<file path="config.mk">
export PLATFORM = sky130hd
export DESIGN_NAME = fetch_sequencer
export DESIGN_NICKNAME = d
export VERILOG_FILES = /design/src/rtl/fetch_pkg.sv /design/src/rtl/fetch_queue.sv /design/src/rtl/fetch_sequencer.sv
export SDC_FILE = /design/constraint.sdc
export NUM_CORES = 1
export LEC_CHECK = 0
export CORE_UTILIZATION = 38
export CTS_CLUSTER_SIZE = 12
export DETAILED_ROUTE_END_ITERATION = 7
export SLEW_MARGIN = 15
export SYNTH_ARGS = -nofsm -noshare
export SYNTH_HDL_FRONTEND = slang
export SYNTH_SLANG_ARGS = --single-unit
</file>
<file path="constraint.sdc">
create_clock -name clk -period 13.9 [get_ports clk]
set_input_delay 2.085 -clock clk [delete_from_list [all_inputs] [get_ports clk]]
set_output_delay 2.085 -clock clk [all_outputs]
set_load 0.01 [all_outputs]
</file>
<file path="src/rtl/fetch_pkg.sv">
// rtl/fetch_pkg.sv - shared types and widths for the instruction fetch path
package fetch_pkg;

    localparam int ADDR_W      = 64;
    localparam int INSTR_W     = 32;
    localparam int INSTR_BYTES = 4;

    typedef enum logic [1:0] {
        IDLE,
        RUN,
        HALT
    } fetch_state_t;

    typedef struct packed {
        logic [ADDR_W-1:0]  pc;
        logic [INSTR_W-1:0] instr;
    } fetch_entry_t;

endpackage

</file>
<file path="src/rtl/fetch_queue.sv">
// rtl/fetch_queue.sv - small synchronous FIFO of {pc, instr} fetch entries
module fetch_queue
    import fetch_pkg::*;
#(
    parameter int DEPTH = 2
) (
    input  logic                     clk,
    input  logic                     rst,
    input  logic                     i_push,
    input  logic                     i_pop,
    input  logic                     i_flush,
    input  fetch_entry_t             i_data,
    output fetch_entry_t             o_data,
    output logic                     o_full,
    output logic                     o_empty,
    output logic [$clog2(DEPTH):0]   o_count
);

    localparam int PW = $clog2(DEPTH);

    fetch_entry_t   r_mem [DEPTH];
    logic [PW-1:0]  r_rd;
    logic [PW-1:0]  r_wr;
    logic [PW:0]    r_count;
    logic           w_wr_en;
    logic           w_rd_en;

    assign w_wr_en = i_push && !i_flush;
    assign w_rd_en = i_pop && !i_flush;

    always_ff @(posedge clk) begin
        if (w_wr_en) begin
            r_mem[r_wr] <= i_data;
        end
    end

    // DEPTH is a power of two, so the pointers wrap naturally.
    always_ff @(posedge clk or posedge rst) begin
        if (rst) begin
            r_rd    <= '0;
            r_wr    <= '0;
            r_count <= '0;
        end else if (i_flush) begin
            r_rd    <= '0;
            r_wr    <= '0;
            r_count <= '0;
        end else begin
            if (w_wr_en) begin
                r_wr <= r_wr + 1'b1;
            end
            if (w_rd_en) begin
                r_rd <= r_rd + 1'b1;
            end
            case ({w_wr_en, w_rd_en})
                2'b10:   r_count <= r_count + 1'b1;
                2'b01:   r_count <= r_count - 1'b1;
                default: r_count <= r_count;
            endcase
        end
    end

    assign o_empty = (r_count == '0);
    assign o_full  = (r_count == (PW+1)'(DEPTH));
    assign o_count = r_count;
    assign o_data  = o_empty ? '0 : r_mem[r_rd];

endmodule

</file>
<file path="src/rtl/fetch_sequencer.sv">
// rtl/fetch_sequencer.sv - PC register, fetch FSM and redirect handling
module fetch_sequencer
    import fetch_pkg::*;
#(
    parameter int          IMEM_BYTES = 64,
    parameter logic [63:0] RESET_PC   = 64'h0,
    parameter int          QDEPTH     = 2
) (
    input  logic                clk,
    input  logic                rst,
    input  logic                en,
    input  logic                redirect_valid,
    input  logic [ADDR_W-1:0]   redirect_pc,
    output logic [ADDR_W-1:0]   imem_addr,
    input  logic [INSTR_W-1:0]  imem_instr,
    output logic                out_valid,
    output logic [INSTR_W-1:0]  out_instr,
    output logic [ADDR_W-1:0]   out_pc,
    input  logic                out_ready,
    output logic                halted,
    output logic                misalign
);

    fetch_state_t               r_state;
    fetch_state_t               w_state_next;
    logic [ADDR_W-1:0]          r_pc;
    logic                       r_misalign;

    logic [ADDR_W:0]            w_pc_sum;
    logic                       w_pc_in_range;
    logic                       w_redir_misaligned;
    logic                       w_redir_oob;
    logic                       w_push;
    logic                       w_pop;
    logic                       w_full;
    logic                       w_empty;
    logic [$clog2(QDEPTH):0]    w_q_count_unused;
    fetch_entry_t               w_push_entry;
    fetch_entry_t               w_head;

    // 65-bit sum so a PC near 2^64 cannot wrap back into range.
    assign w_pc_sum           = {1'b0, r_pc} + (ADDR_W+1)'(INSTR_BYTES);
    assign w_pc_in_range      = (w_pc_sum <= (ADDR_W+1)'(IMEM_BYTES));
    assign w_redir_misaligned = (redirect_pc[1:0] != 2'b00);
    assign w_redir_oob        = (redirect_pc >= ADDR_W'(IMEM_BYTES));

    assign w_pop  = out_valid && out_ready && !redirect_valid;
    assign w_push = (r_state == RUN) && en && !redirect_valid && w_pc_in_range
                    && (!w_full || w_pop);

    assign w_push_entry = '{pc: r_pc, instr: imem_instr};

    always_comb begin
        w_state_next = r_state;
        if (redirect_valid) begin
            if (w_redir_misaligned || w_redir_oob) begin
                w_state_next = HALT;
            end else if (r_state == HALT || en) begin
                w_state_next = RUN;
            end else begin
                w_state_next = IDLE;
            end
        end else begin
            case (r_state)
                IDLE: if (en) w_state_next = RUN;
                RUN: begin
                    if (!en) begin
                        w_state_next = IDLE;
                    end else if (!w_pc_in_range) begin
                        w_state_next = HALT;
                    end
                end
                default: w_state_next = HALT;
            endcase
        end
    end

    always_ff @(posedge clk or posedge rst) begin
        if (rst) begin
            r_state    <= IDLE;
            r_pc       <= RESET_PC;
            r_misalign <= 1'b0;
        end else begin
            r_state <= w_state_next;
            if (redirect_valid) begin
                r_misalign <= w_redir_misaligned;
                // A misaligned target leaves the PC where it was.
                if (!w_redir_misaligned) begin
                    r_pc <= redirect_pc;
                end
            end else if (w_push) begin
                r_pc <= r_pc + ADDR_W'(INSTR_BYTES);
            end
        end
    end

    fetch_queue #(
        .DEPTH (QDEPTH)
    ) u_queue (
        .clk     (clk),
        .rst     (rst),
        .i_push  (w_push),
        .i_pop   (w_pop),
        .i_flush (redirect_valid),
        .i_data  (w_push_entry),
        .o_data  (w_head),
        .o_full  (w_full),
        .o_empty (w_empty),
        .o_count (w_q_count_unused)
    );

    assign imem_addr = r_pc;
    assign out_valid = !w_empty;
    assign out_instr = w_head.instr;
    assign out_pc    = w_head.pc;
    assign halted    = (r_state == HALT);
    assign misalign  = r_misalign;

endmodule
</file>
Word-level counts from Yosys, hierarchy flattened --
Memory sizes are Yosys's and may differ from the RTL's. Index checks and enable logic that the tools add are counted. Widths: inputs -> output; s select.
Word-level totals: flip-flop bits (word level) 71, word-level logic and storage cells 65, RAM bits 192, memories 1
Operators by class: $lt $le $gt $ge 2, equal/unequal tests 8, add/subtract/negate cells 6, multiplexer cells 19, reduce and logical (&&, ||, !) cells 23
Memory list:
- u_queue.r_mem | words 2, width 96, read ports 1, clocked after memory_dff 0, write ports 1, line fetch_queue.sv:21 | fetch_entry_t r_mem [DEPTH];
Operators by type and width (number):
- $mux 64 | 3
- $mux 96 | 1
- $add 64x3->65 const B | 1
- $le 65x7->1 const B | 1
- $add 64x3->64 const B | 1
- $ge 64x7->1 const B | 1
- $mux 2 | 6
- $logic_and 1x1->1 | 8
- $pmux 2 s2 | 2
- $reduce_bool 2->1 | 4
- $mux 1 | 7
- $eq 2x2->1 const B | 3
- $eq 2x1->1 const B | 2
- $logic_not 2->1 | 2
- $ne 4x4->1 const B | 1
- $reduce_and 2->1 | 2
- $logic_not 1->1 | 3
- $logic_or 1x1->1 | 3
- $ne 3x3->1 const B | 1
- $reduce_bool 3->1 | 1
- $add 1x1->1 const B | 2
- $add 2x1->2 const B | 1
- $ne 2x2->1 const B | 1
- $sub 2x1->2 const B | 1

Depth between registers and ports, before layout --
Gate-level depths: netlist (run 1).
depth after elaboration 10, mapped depth 15

Hierarchy --
From an unflattened synthesis (run 1), not the netlist that was laid out.
Unflattened totals: cell total of the unflattened synthesis 1080, area, all modules 12351.8 um^2
By module, submodules not included:
- fetch_queue | instances 1, cells an instance 427, area each 7474.7 um^2, seq. area each 5865.6 um^2
- fetch_sequencer | instances 1, cells an instance 653, area each 4877.2 um^2, seq. area each 1676.6 um^2

Worst setup path after synthesis (run 1) --
OpenSTA, ideal clock, no wires.
path kind reg2reg, start point reg r_pc[5] (netlist: imem_addr[5]), end point mem u_queue.r_mem[0][0] (netlist name) (enable), period minus slack after synthesis 8260 ps, setup slack 5640 ps, arrival 7709 ps, library setup time 552 ps, cell stages (with the launch flop) 12, cell sequence dfrtp_1 buf_2 nand4_1 or4_1 buf_2 or3_1 buf_2 o31a_1 a211o_1 or4_4 or4b_2 nor2_1
Between the ends: longest elaborated chain between the ends 7
Ends and longest elaborated chain:
- from (decl) | line fetch_sequencer.sv:26 | logic [ADDR_W-1:0] r_pc;
- from (signal assigned) | line fetch_sequencer.sv:89 | r_pc <= redirect_pc;
- from (signal assigned) | line fetch_sequencer.sv:92 | r_pc <= r_pc + ADDR_W'(INSTR_BYTES);
- $add 64x3->65 | line fetch_sequencer.sv:42 | assign w_pc_sum = {1'b0, r_pc} + (ADDR_W+1)'(INSTR_BYTES);
- $le 65x7->1 | line fetch_sequencer.sv:43 | assign w_pc_in_range = (w_pc_sum <= (ADDR_W+1)'(IMEM_BYTES));
- $logic_and 1x1->1 | line fetch_sequencer.sv:48 | assign w_push = (r_state == RUN) && en && !redirect_valid && w_pc_in_range
- $logic_and 1x1->1 | line fetch_sequencer.sv:49 | && (!w_full || w_pop);
- $logic_and 1x1->1 | line fetch_queue.sv:28 | assign w_wr_en = i_push && !i_flush;
- $mux 1 | line fetch_queue.sv:32 | if (w_wr_en) begin
- $mux 1 (not written as such) | line fetch_queue.sv:33 | r_mem[r_wr] <= i_data;
- to (decl) | line fetch_queue.sv:21
Every way passes these cells.

Final worst setup path (run 1) --
start point reg r_pc[2] (netlist: imem_addr[2]), end point mem u_queue.r_mem[0][66] (netlist name) (enable)
Same word-level chain as after synthesis.

==> reports/results.ini, run 1 <==
[die]
fp.dieH_um=185
core_mm2=0.0327
start_util_pct=38.9
die-area_mm2=0.0342
rows=66
num_io_pins=264
die_width_um=185

[drt]
drt_wl_total_um=39600
drc=0
drt_first_pass_iters=5
wl_met2_um=18900
dr_total_vias=10200
detail_route.wl_per_cell_um=21.6
wl_met1_um=17100
wl_met3_um=2820
drt-vias-per-instance=5.55
drtAntennaViolNets=0
drt_iter0_markers=825
top_layer=met4

[global_route]
grt_usage_pct=23.2
antenna_found_initial=0
grt_pass1_vias=9830
grt_max_degree=72
grt_pass1_wl_um=60300
grt-ovfl-total=0

[yosys]
synth-edff-count=192
netlist_area_mm2=0.0127
ys_ff_latch=263
async_flop_share_pct=27.0
synth_cells=1138
syn_area_per_cell_um2=11.2
syn_nets=1240
yosys_warnings=0
ys_seq_area_share_pct=59.3
ys_types=62
synthFlopType=edfxtp_1

[worst_setup_path]
crit_slowest_cell=or4_1
critPathBufInv=1
critPathMaxStageDelay_ns=0.81
cp.required_ns=14.06
start_kind=register
cp_top_family=simple AND/OR/NAND/NOR gates
worst_ep_arrival_time_ns=5.63
critPathCaptureType=register
worst-path-max-fanout=56
path_depth=10
path_class=register to register
path_cells=ha_1 -> nand3_1 -> or4_1 -> nor4_1 -> xnor2_1 -> o211ai_1 -> or4_4 -> or4b_2 -> nor2_4 -> buf_4
crit_start=imem_addr[2]
timing.rr.start=imem_addr[2]
r2r_cells=10

[clock_network]
clk_path_buf_depth=3
post_cts_resized=0
cts.reportedPaths.clkPinSlew_ns=0.06
root_buffer=clkbuf_16
clock-sinks=263
postCtsSetupRepairBufs=0
cts_tree=yes
postCtsHoldBufs=0
cts_buffers=29
clk_latency_ns=0.55
cts-htree-levels=1

[sta]
setup_viol=0
layout_min_cycle_time_ns=5.48
slew_violations=0
fmax_mhz=183
fin_skew_ns=0.0212
slew_headroom_pct=31.4
worstMarginPinSlew_ns=1.02
finalHoldViolations=0
layout_setup_ws_ns=8.42
fin_crit_sh_pct=39.4
finalSetupTns_ns=0
rsz0062_at_grt=false

[run_status]
run_status=completed

[place]
dp_slack_ns=8.22
post-dp-hpwl_um=27900
portBuffers=263
gp_congestion=0.974

[pwr]
seqPwrFrac_pct=50.5
power.leakage_nw=5.42
p_per_area_mw_per_mm2=119
net-switching-power_mw=0.545
p_total_mw=1.98
swShare_pct=27.5
p_int_mw=1.43
p_clk_share_pct=35.6
ir_drop_mv=0.0766
p_comb_share_pct=14.0

[cells_and_area]
final_common_cell=clkdlybuf4s50_1
final_cell_mix=clkdlybuf4s50_1 (263), edfxtp_1 (192), nor2_1 (152)
drive_gt1_share_pct=5.40
final_nets=1469
antenna_cells=0
area_growth_syn_to_layout_pct=30.4

[worst_hold_path]
min_from=misalign
hold_path_class=register to register
holdPathStages=2

[job]
cap_violations=0

## metal layers
metal | up-vias | track usage [%]
met5 | - | 0
li1 | 4737 | -
met3 | 53 | 3.38
met4 | 0 | 5.75
met1 | 4965 | 32.7
met2 | 410 | 37.7
## power by group through the flow
stage               Combinational (mW)  Sequential, mW  Clock (mW)
floorplan                        0.144           0.967           0
global placement                 0.275            1.01           0
detailed placement               0.274            1.01           0
CTS                              0.275           0.996       0.719
global route                     0.299            1.01       0.752
finish                           0.276           0.998       0.704
## path summary, 6_finish.rpt
| check | endpoint | slack, ns |
|---|---|---|
| max | u_queue.r_mem[0][66] | 8.42 |
| min | misalign | 0.59 |
| max reg2reg | u_queue.r_mem[0][66] | 8.42 |
| min reg2reg | misalign | 0.59 |
| max in group asynchronous | u_queue.r_rd | 10.99 |
| min in group asynchronous | imem_addr[9] | 2.19 |
## sequential cells by signal (all words and copies together) (netlist names)
name             count
u_queue.r_mem      192
imem_addr           64
r_state              2
u_queue.o_count      2
misalign             1
u_queue.r_rd         1
u_queue.r_wr         1
## worst reg2reg max path, stage by stage (launching register included)
cell and delay, ns:
dfrtp_1 0.50, ha_1 0.28, nand3_1 0.28, or4_1 0.81, nor4_1 0.71, xnor2_1 0.20
o211ai_1 0.12, or4_4 0.58, or4b_2 0.77, nor2_4 0.12, buf_4 0.61
## synthesized netlist by cell type (4+ instances only)
library cell / instances / area [µm²]
or3_1: 18 / 113
edfxtp_1: 192 / 5770
or2_2: 6 / 37.5
nor2_1: 155 / 582
o41ai_1: 5 / 43.8
o31ai_1: 7 / 52.6
a31oi_1: 16 / 100
xnor2_1: 14 / 123
and3_1: 9 / 56.3
clkbuf_1: 56 / 210
xor2_1: 6 / 52.6
nand3_1: 39 / 195
a211oi_1: 7 / 52.6
mux2i_1: 108 / 1080
and2_1: 7 / 43.8
a211o_1: 6 / 52.6
or4_1: 12 / 90.1
o21ai_0: 24 / 120
nand4_1: 41 / 257
a21oi_1: 37 / 185
and4_1: 11 / 96.3
mux2_2: 6 / 67.6
dfrtp_1: 71 / 1780
nand2_1: 116 / 435
inv_1: 9 / 33.8
o31a_1: 4 / 35.0
buf_1: 9 / 33.8
buf_2: 9 / 45.0
nor3_1: 24 / 120
nor4_1: 44 / 275
nand2b_1: 17 / 106
## layout make-up
| cell class | instances | area (µm²) |
|---|---|---|
| inverter | 10 | 37.5 |
| tap | 442 | 553 |
| sequential | 263 | 7550 |
| clock inverter | 14 | 90.1 |
| timing repair buffer | 275 | 2740 |
| clock buffer | 39 | 773 |
| fill | 2993 | 16100 |
| multi-input combinational | 788 | 4860 |
## through the flow
step	hold WS, ns	area [µm²]	std cells	utilization, %
2_1_floorplan	0.523	12700	1138	-
3_3_place_gp	0.555	15700	1777	48.0
3_5_place_dp	0.562	15700	1777	48.0
4_1_cts	0.581	16600	1830	50.7
5_1_grt	0.598	16600	1831	50.7
6_report	0.586	16600	1831	50.7
## kinds of logic (layout without fill, tap and decap cells)
kind of cell	count (synthesis)	in the layout	share of synthesized area, %
XOR/XNOR	20	20	1.38
AO/OA/AOI/OAI	133	133	6.79
flip-flops	263	263	59.3
AND/OR/NAND/NOR	520	520	20.6
multiplexers	114	114	9.03
adder cells (fa/ha/maj)	1	1	0.0983
buffers and inverters	87	338	2.80
Power figures use the tool's default switching activity.
==> inputs of run 2 (changes only) <==
==> constraint.sdc (replaced) <==
create_clock -name clk -period 4.5 [get_ports clk]
set_input_delay 0.675 -clock clk [delete_from_list [all_inputs] [get_ports clk]]
set_output_delay 0.675 -clock clk [all_outputs]
set_load 0.01 [all_outputs]
==> reports/results.ini, run 2 (synthesis results as in run 1) <==
[cells_and_area]
final_common_cell=clkdlybuf4s50_1
final_cell_mix=clkdlybuf4s50_1 (263), edfxtp_1 (192), nor2_1 (152)
antenna_cells=0
area_growth_syn_to_layout_pct=38.2
drive_gt1_share_pct=13.0
final_nets=1575
fin_area_mm2=0.0176
top_register=u_queue.r_mem
largest_register_ffs=192

[pwr]
p_per_area_mw_per_mm2=361
power.leakage_nw=6.00
ir_drop_mv=0.245

[global_route]
grt_pass1_vias=10300
grtUsageMet2_pct=39.8
grt_pass1_wl_um=64700
grtUsageMet1_pct=36.3
grt_usage_pct=25.4
grt-ovfl-total=0
grt_max_degree=52
grtUsageMet3_pct=3.58
grt.busiest_layer=met2
antenna_found_initial=0

[worst_setup_path]
start_kind=register
timing.rr.start=imem_addr[2]
worst_ep_arrival_time_ns=4.59
critPathCaptureType=register
cp.required_ns=4.76
crit_start=imem_addr[2]
worst-path-max-fanout=10
path_class=register to register

[drt]
drt_first_pass_iters=6
detail_route.wl_per_cell_um=22.3
drt_iter0_markers=839
drtAntennaViolNets=0
dr_total_vias=10600
drc=0
drt-vias-per-instance=5.46
drt_wl_total_um=43300

[sta]
slew_headroom_pct=40.6
slew_violations=0
fmax_mhz=231
layout_setup_ws_ns=0.175
layout_min_cycle_time_ns=4.32
fin_crit_sh_pct=96.1
fin_skew_ns=0.0136
rsz0062_at_grt=false
setup_viol=0
worstMarginPinSlew_ns=0.883
finalHoldViolations=0

[job]
cap_violations=0

[die]
die_width_um=185
fp.dieH_um=185
num_io_pins=264
core_mm2=0.0327
start_util_pct=38.9
rows=66
die-area_mm2=0.0342

[clock_network]
cts_tree=yes
cts-htree-levels=1
root_buffer=clkbuf_16
cts_buffers=28
clk_path_buf_depth=3
postCtsHoldBufs=0
clock-sinks=263
post_cts_resized=0
clk_latency_ns=0.57
postCtsSetupRepairBufs=0
cts.reportedPaths.clkPinSlew_ns=0.06

[place]
dp_slack_ns=0.0532
post-dp-hpwl_um=32500
post_dp_cell_area_mm2=0.0167
gp_congestion=0.974
portBuffers=263

[run_status]
run_status=completed

[worst_hold_path]
hold_path_class=input pin to asynchronous set/reset pin

-- run 2: cell count changes in the layout (fill, tap and decap cells not counted), moves of 5 or more --
cell,change
buf_4,+97
clkinv_1,-7
clkbuf_8,+5
buf_12,+10
-- run 2: area by class of cell --
cell class | count | area, µm²
fill | 2903 | 15100
sequential | 263 | 7550
multi-input combinational | 788 | 4890
timing repair buffer | 382 | 3660
clock buffer | 44 | 821
tap | 442 | 553
clock inverter | 8 | 75.1
inverter | 10 | 37.5
-- run 2: power by group --
group	switching, mW	total, mW	internal [mW]
clock network	0.946	2.25	1.30
logic	0.614	1.15	0.538
registers	0.188	2.94	2.75
-- run 2: path summary, 6_finish.rpt --
path | end | slack (ns) | cells past startpoint
worst max-delay path | u_queue.r_mem[0][49] | 0.18 | 13
worst min-delay path | imem_addr[55] | 0.31 | 2
worst max register to register | u_queue.r_mem[0][49] | 0.18 | 13
worst min register to register | misalign | 0.53 | 2
max in group asynchronous | imem_addr[3] | 3.45 | 3
min in group clk | misalign | 0.53 | 2
-- run 2: layer usage --
metal,vias up,part of all wire (%)
met2,384,45
met5,-,0
met4,0,2.8
met3,62,6.0
li1,4935,-
met1,5188,46
-- run 2: metrics by stage --
| stage | TNS (ns) | power (mW) | hold slack (ns) | utilization [%] | cells |
|---|---|---|---|---|---|
| 2_1_floorplan | -151.57 | 3.44 | 0.523 | - | 1138 |
| 3_3_place_gp | 0 | 4.13 | 0.521 | 51.0 | 1885 |
| 3_5_place_dp | 0 | 4.13 | 0.530 | 51.0 | 1885 |
| 4_1_cts | 0 | 6.38 | 0.298 | 53.7 | 1937 |
| 5_1_grt | 0 | 6.57 | 0.342 | 53.8 | 1937 |
| 6_report | 0 | 6.34 | 0.310 | 53.8 | 1937 |
-- run 2: worst max-delay path: stages (launching register included) --
cell and delay, ns:
dfrtp_2 0.45, ha_1 0.27, nand3_1 0.14, or4_4 0.58, or3_1 0.40, o31ai_1 0.30
buf_4 0.18, nand3_1 0.07, nor4_1 0.36, nand4_1 0.13, or4b_4 0.60, nor2_4 0.19
buf_12 0.16, buf_4 0.20
==> RTL change: new RTL, flow settings as in run 2 <==
Re-encode `fetch_state_t` (3 states) as one-hot, 3 bits wide.
--- a/src/rtl/fetch_pkg.sv
+++ b/src/rtl/fetch_pkg.sv
@@ -5,10 +5,10 @@
     localparam int INSTR_W     = 32;
     localparam int INSTR_BYTES = 4;
 
-    typedef enum logic [1:0] {
-        IDLE,
-        RUN,
-        HALT
+    typedef enum logic [2:0] {
+        IDLE = 3'b001,
+        RUN  = 3'b010,
+        HALT = 3'b100
     } fetch_state_t;
 
     typedef struct packed {
Check against the original RTL: no difference found for any inputs over 4 cycles, from zero or initial values and one cycle with rst high; so few cycles prove little.
==> RTL change against run 2 <==
Worst setup slack worse by 0.019 ns. Global-route usage rose by 0.12 points. Power up 2.3%. First-iteration DRC count is 0.12% lower. Sequential share of layout area is 0.79 points lower. Critical endpoint is now u_queue.r_mem[0][7]$_DFFE_PP_. Count of clock-buffer cells in the layout is 2 lower. Sequential cell count is 1 higher. Area after synthesis rose by 2.3%. Critical path depth did not move. Utilization fell by 0.20 points. Wire length up 4.0%. Cell area up 2.4%.
==> RTL change: results (changes against run 2) <==
[yosys]
syn-num-nets = 1279  ; was 1240
synth_common_cells = edfxtp_1, nor2_1, mux2i_1, nand2_1, dfrtp_1  ; was edfxtp_1, nor2_1, nand2_1, mux2i_1, dfrtp_1
syn_inst = 1177  ; was 1138
async_reset_ff_share_pct = 27.27  ; was 27.00%

[sta]
hold_slack_ns = 0.5137  ; was 0.3101 ns
min_period_ns = 4.343  ; was 4.325 ns
tightestPinTransition_ns = 0.8035  ; was 0.8828 ns

[layout]
fin_cells = 2000  ; was 1937
nonClockBufferCount = 392  ; was 382
drive_gt1_share_pct = 14.18  ; was 12.98%
nMultiInputCombCells = 817  ; was 788
multi_input_area_mm2 = 0.005125  ; was 0.004888 mm2
diodes = 1  ; was 0
seq_share_pct = 42.13  ; was 42.92%
buf_share_pct = 20.76  ; was 20.83%
fillers = 3003  ; was 2903
layout.core_utilization_pct = 53.58  ; was 53.78%
nClkBuffers = 42  ; was 44
inv_count = 24  ; was 10
final_nets = 1630  ; was 1575

[placed_design]
place_ws_ns = 0.2101  ; was 0.05316 ns
dp.cells = 1945  ; was 1885
placed_area_mm2 = 0.01710  ; was 0.01666 mm2
gp_congestion = 0.9670  ; was 0.9741

[drt]
drtIter0Drc = 838  ; was 839
vias = 11000  ; was 10570
drtPass1Iterations = 5  ; was 6
drt-total-wl_mm = 44.98  ; was 43.25 mm

[pwr]
p_leak_nw = 6.134  ; was 6.000 nW
ir_worst_vdd_uv = 295.3  ; was 244.5 uV
power_density_mw_per_mm2 = 360.0  ; was 360.5 mW/mm2

[cts]
clk_pin_slew_ns = 0.06  ; about the same
clock_sinks = 264  ; was 263
numCtsBuffers = 29  ; was 28

[grt]
grt_pass1_wl_mm = 68.23  ; was 64.69 mm
grt_max_degree = 51  ; was 52
antenna_found_initial = 1  ; was 0

[setup_path]
timing.rr.end = u_queue.r_mem[0][7]$_DFFE_PP_  ; was u_queue.r_mem[0][49]$_DFFE_PP_
cp_max_fo = 18  ; was 10
r2r_setup_slack_ns = 0.16  ; was 0.18 ns
slowest_stage = or4_1  ; was or4b_4
max_stage_delay_ns = 0.88  ; was 0.60 ns
arrival_ns = 4.61  ; was 4.59 ns
reg2reg_from = imem_addr[12]$_DFFE_PP0P_  ; was imem_addr[2]$_DFFE_PP0P_

[status]
outcome = finished clean  ; unchanged

[hold_path]
hp-class = reg2reg  ; was in2async

==> RTL change: report_power, final <==
part	switching (mW)	total, mW	internal (mW)
clock network	0.957	2.26	1.30
registers	0.196	2.96	2.77
logic	0.689	1.26	0.574
total	1.84	6.48	4.64
==> RTL change: worst min-delay path: cells and delay by family, from the launching register on <==
kind / cells / cell delay (ns)
simple gates: 2 / 0.12
flops: 1 / 0.35
==> RTL change: cells by family (layout without fill, tap and decap cells) <==
| family | Yosys count | after routing | share of synthesized area, % |
|---|---|---|---|
| compound gates | 148 | 148 | 7.316 |
| xor+xnor | 20 | 20 | 1.346 |
| fa+ha+maj | 1 | 1 | 0.09612 |
| buf+inv | 96 | 470 | 2.999 |
| flops | 264 | 264 | 58.15 |
| mux | 116 | 116 | 9.008 |
| other cells | 0 | 1 | 0 |
| simple gates | 532 | 532 | 21.08 |
==> RTL change: layer usage <==
layer	share of wire, %	GRT usage (%)
met1	46	36.59
met2	45	39.48
met3	6.9	4.709
met4	2.7	6.873
met5	0	0
